[config.mk]
export PLATFORM = sky130hd
export DESIGN_NAME = angle_quartor_reducer
export DESIGN_NICKNAME = d
export VERILOG_FILES = /design/src/rtl/angle_quartor_reducer.sv
export SDC_FILE = /design/constraint.sdc
export NUM_CORES = 1
export LEC_CHECK = 0
export CORE_MARGIN = 8
export CORE_UTILIZATION = 60
export CTS_BUF_LIST = sky130_fd_sc_hd__clkbuf_4 sky130_fd_sc_hd__clkbuf_8
export CTS_CLUSTER_SIZE = 24
export DETAILED_ROUTE_END_ITERATION = 6
export DONT_BUFFER_PORTS = 1
export GPL_TIMING_DRIVEN = 0
export PLACE_DENSITY = 0.81
export REMOVE_ABC_BUFFERS = 1
export SKIP_LAST_GASP = 1
export SLEW_MARGIN = 20
export SYNTH_ARGS = -nofsm -noshare
export SYNTH_HDL_FRONTEND = slang
export SYNTH_SLANG_ARGS = --single-unit
[constraint.sdc]
create_clock -name clk -period 5 [get_ports clk]
set_input_delay 0.5 -clock clk [delete_from_list [all_inputs] [get_ports clk]]
set_output_delay 0.5 -clock clk [all_outputs]
set_load 0.1 [all_outputs]
[src/rtl/angle_quartor_reducer.sv]
// Pre-CORDIC argument reducer: folds a signed angle modulo 2*pi into [0, pi/2)
// and reports the quadrant code consumed by the output quadrant rotator.
module angle_quartor_reducer #(
  parameter int ANGLE_WIDTH = 24,
  parameter int DATA_WIDTH  = 20,
  parameter int FRAC_BITS   = 16
) (
  input  logic                   clk,
  input  logic                   rst,
  input  logic                   rst_step,
  input  logic                   new_data,
  input  logic [ANGLE_WIDTH-1:0] angle_i,
  output logic [DATA_WIDTH-1:0]  angle_o,
  output logic [1:0]             quartor,
  output logic                   data_ready,
  output logic                   busy
);

  localparam int J  = ANGLE_WIDTH - FRAC_BITS;
  localparam int RW = ANGLE_WIDTH + 3;
  localparam int JW = $clog2(J + 1);

  // round(pi/2 * 2^16); every C0 << j with j >= 2 is a whole number of turns
  localparam logic [RW-1:0] C0 = RW'(102944);
  localparam logic [RW-1:0] CJ = C0 << J;

  typedef enum logic [1:0] {
    IDLE,
    NORM,
    REDUCE
  } state_t;

  state_t                state_q, state_d;
  logic [RW-1:0]         r_q, r_d;
  logic [JW-1:0]         j_q, j_d;
  logic                  b1_q, b1_d;
  logic [DATA_WIDTH-1:0] angle_q, angle_d;
  logic [1:0]            quartor_q, quartor_d;
  logic                  ready_q, ready_d;
  logic                  busy_q, busy_d;
  logic [RW-1:0]         c_j;
  logic                  take;

  always_comb begin
    state_d   = state_q;
    r_d       = r_q;
    j_d       = j_q;
    b1_d      = b1_q;
    angle_d   = angle_q;
    quartor_d = quartor_q;
    ready_d   = ready_q;
    busy_d    = busy_q;
    c_j       = C0 << j_q;
    take      = (r_q >= c_j);

    unique case (state_q)
      IDLE: begin
        if (new_data) begin
          r_d     = {{3{angle_i[ANGLE_WIDTH-1]}}, angle_i};
          ready_d = 1'b0;
          busy_d  = 1'b1;
          state_d = NORM;
        end
      end
      NORM: begin
        // Negative remainders are lifted by a whole number of turns first
        if (r_q[RW-1]) begin
          r_d = r_q + CJ;
        end
        j_d     = JW'(J);
        state_d = REDUCE;
      end
      REDUCE: begin
        if (take) begin
          r_d = r_q - c_j;
        end
        if (j_q == JW'(1)) begin
          b1_d = take;
        end
        if (j_q == '0) begin
          angle_d   = r_d[DATA_WIDTH-1:0];
          quartor_d = {b1_q, take};
          ready_d   = 1'b1;
          busy_d    = 1'b0;
          state_d   = IDLE;
        end else begin
          j_d = j_q - JW'(1);
        end
      end
      default: state_d = IDLE;
    endcase
  end

  always_ff @(posedge clk) begin
    if (!rst || rst_step) begin
      state_q   <= IDLE;
      r_q       <= '0;
      j_q       <= '0;
      b1_q      <= 1'b0;
      angle_q   <= '0;
      quartor_q <= '0;
      ready_q   <= 1'b0;
      busy_q    <= 1'b0;
    end else begin
      state_q   <= state_d;
      r_q       <= r_d;
      j_q       <= j_d;
      b1_q      <= b1_d;
      angle_q   <= angle_d;
      quartor_q <= quartor_d;
      ready_q   <= ready_d;
      busy_q    <= busy_d;
    end
  end

  assign angle_o    = angle_q;
  assign quartor    = quartor_q;
  assign data_ready = ready_q;
  assign busy       = busy_q;

endmodule

==> flow_metrics.tcl <==
set metrics [dict create \
    dr.pass1.iters 4 \
    syn_inst 563 \
    cts_sinks 58 \
    mostFrequentLayoutCells "nand2_1 (65), a21oi_1 (58), dfxtp_1 (58), nor2_1 (55), o21ai_0 (46)" \
    drv_slew 0 \
    rsz0062_at_grt "no" \
    die_h_um 101 \
    relSlewSlack_pct 33.4 \
    clock_latency_ps 350 \
    cts_setup_buffers 0 \
    synthToLayoutAreaGrowth_pct 4.47 \
    tightest_slew_ps 998 \
    cp.required_ps 5230 \
    nFillCells 665 \
    synth-async-reset-ratio_pct 0 \
    finalSetupViolCount 0 \
    fin_tns_setup_ps 0 \
    status "finished, final reports clean" \
    drt-wirelength-per-cell_um 18.5 \
    ys_ff_latch 58 \
    final_util_pct 63.1 \
    p_per_area_mw_per_mm2 264 \
    worstSetupStartpointType "register" \
    routed_wl_um 12000 \
    critPathMaxFanout 31 \
    yosysSeqAreaShare_pct 27.1 \
    coreArea_mm2 0.00710 \
    synth_edf_count 0 \
    grt_pass1_vias 3899 \
    num_rows 31 \
    synthFlopType "dfxtp_1" \
    cp_cell_sequence "inv_1 -> ha_1 -> inv_1 -> o21ai_0 -> a21oi_1 -> ha_1 -> and2_1 -> a21o_1 -> a221o_1 -> a211o_4 -> nor2_8 -> and4b_1 -> or3_1 -> a32o_1" \
    vias 4094 \
    cts_tree "yes" \
    io_buffers 0 \
    clk_path_buf_depth 2 \
    htreeDepth 3 \
    cts-root-buf "clkbuf_8" \
    path_clk_slew_ps 70 \
    dieArea_mm2 0.0101 \
    grt.overflow.total 0 \
    io_pins 52 \
    dp_hpwl_um 8780 \
    cts_buffers 9 \
    drv_cap 0 \
    cts-resized-gates 0 \
    grt_pass1_wl_um 19200 \
    criticalPathCategory "register to register" \
    drc 0 \
    via_per_inst 6.32 \
    cp_slowest_cell "nor2_8" \
    start_util_pct 60.4 \
    min_period_over_period_pct 85.5 \
    drt_iter0_markers 231 \
    ys_warn_count 0 \
    synthDistinctLibCells 59 \
    grt_usage_pct 23.7 \
    gp_congestion 0.928 \
    post-route-min-period_ps 4270 \
    finalHoldViolCount 0 \
    fmax_mhz 234 \
    grt_antenna_before_repair 0 \
    antenna_cells 0 \
    nNetsFinal 604 \
    ant_nets 0 \
    skew_ps 11.7 \
    layout_commonest_cell "nand2_1" \
    die_x_um 101 \
    drive_gt1_share_pct 4.92 \
    critPathArrivalTime_ps 4510 \
    hp-class "input pin to register" \
    end_kind "register" \
    avgSynthCellArea_um2 7.61 \
    ir_drop_mv 0.177 \
    grt_max_degree 38 \
    syn_area_mm2 0.00428 \
    cp_slowest_stage_delay_ps 480 \
    holdBufCountCts 0 \
    leakage_nw 1.73 \
]
==> final timing paths <==
kind	startpoint	to	slack [ps]	cells after the start
hold / removal	angle_i[1]	r_q[1]	310	2
setup / recovery	j_q[1]	r_q[15]	730	14
setup reg to reg	j_q[1]	r_q[15]	730	14
hold reg to reg	b1_q	quartor[1]	460	2
==> sequential cells by signal, summed over array words and instances, names as in the netlist <==
register / flops
r_q: 27
angle_o: 20
j_q: 4
quartor: 2
state_q: 2
b1_q: 1
busy: 1
data_ready: 1
==> power by group <==
group	internal [mW]	switching [mW]
clock network	0.193	0.206
registers	0.474	0.0257
logic	0.112	0.172
==> cell usage after synthesis, drive strengths merged (2+ instances only) <==
cell	number	share of area (%)
ha	32	9.3
nand2b	5	0.73
buf	10	1.5
mux2i	18	4.2
a22oi	9	1.6
dfxtp	58	27
o211ai	7	1.2
nand4	4	0.58
o31ai	4	0.70
or3	4	0.58
clkbuf	21	1.8
a211oi	19	3.3
a211o	2	0.61
a32o	3	0.70
xor2	8	1.6
nor2b	5	0.73
a21o	9	1.6
a21oi	59	7.0
a2bb2oi	4	0.82
nor4	2	0.29
o32ai	2	0.41
nand3	17	2.0
nor2	57	5.4
a41oi	2	0.41
and3	4	0.58
a21boi	5	1.1
o21ai	50	5.8
a221oi	2	0.41
o211a	3	0.70
nor3b	2	0.35
xnor2	18	3.7
inv	16	1.4
nor3	11	1.3
o21a	3	0.53
a31oi	8	1.2
nand2	65	5.7
==> layout make-up <==
cell class,count,area [um2],share of cell area [%]
multi-input combinational,457,2930,65.5
timing repair buffer,1,15.0,0.335
clock buffer,10,138,3.08
tap,99,124,2.77
clock inverter,6,42.5,0.951
inverter,17,63.8,1.43
sequential,58,1160,25.9
==> per-layer routing <==
metal	share of wire (%)	vias to the layer above	global-route usage [%]
met2	47	121	39.8
met1	44	1936	28.4
li1	-	2016	-
met3	6.7	21	5.32
met4	2.3	0	9.88
met5	0	-	0
==> through the flow <==
step / instances / setup WS (ps) / instance area (um2) / hold slack, ps / total power, mW
after floorplan: 532 / 1260 / 4140 / 432 / 0.724
after global placement: 631 / 785 / 4260 / 440 / 0.777
after detailed placement: 632 / 772 / 4300 / 454 / 0.787
after CTS: 648 / 746 / 4480 / 298 / 1.18
after global routing: 648 / 452 / 4480 / 296 / 1.23
final: 648 / 727 / 4480 / 305 / 1.18
==> cell families after synthesis <==
kind of cell    Yosys count  share of synthesized area, %
compound gates          200                          29.9
mux                      19                          4.47
flops                    58                          27.1
fa+ha+maj                32                          9.35
xor+xnor                 26                          5.32
simple gates            180                          19.0
buf+inv                  48                          4.85
==> worst max-delay path, delay by kind of cell, from the launching register on <==
kind            cells  cell delay, ps
flops               1             430
buf+inv             2             210
simple gates        4            1290
fa+ha+maj           2             840
compound gates      6            1370
Power figures use the tool's default switching activity.
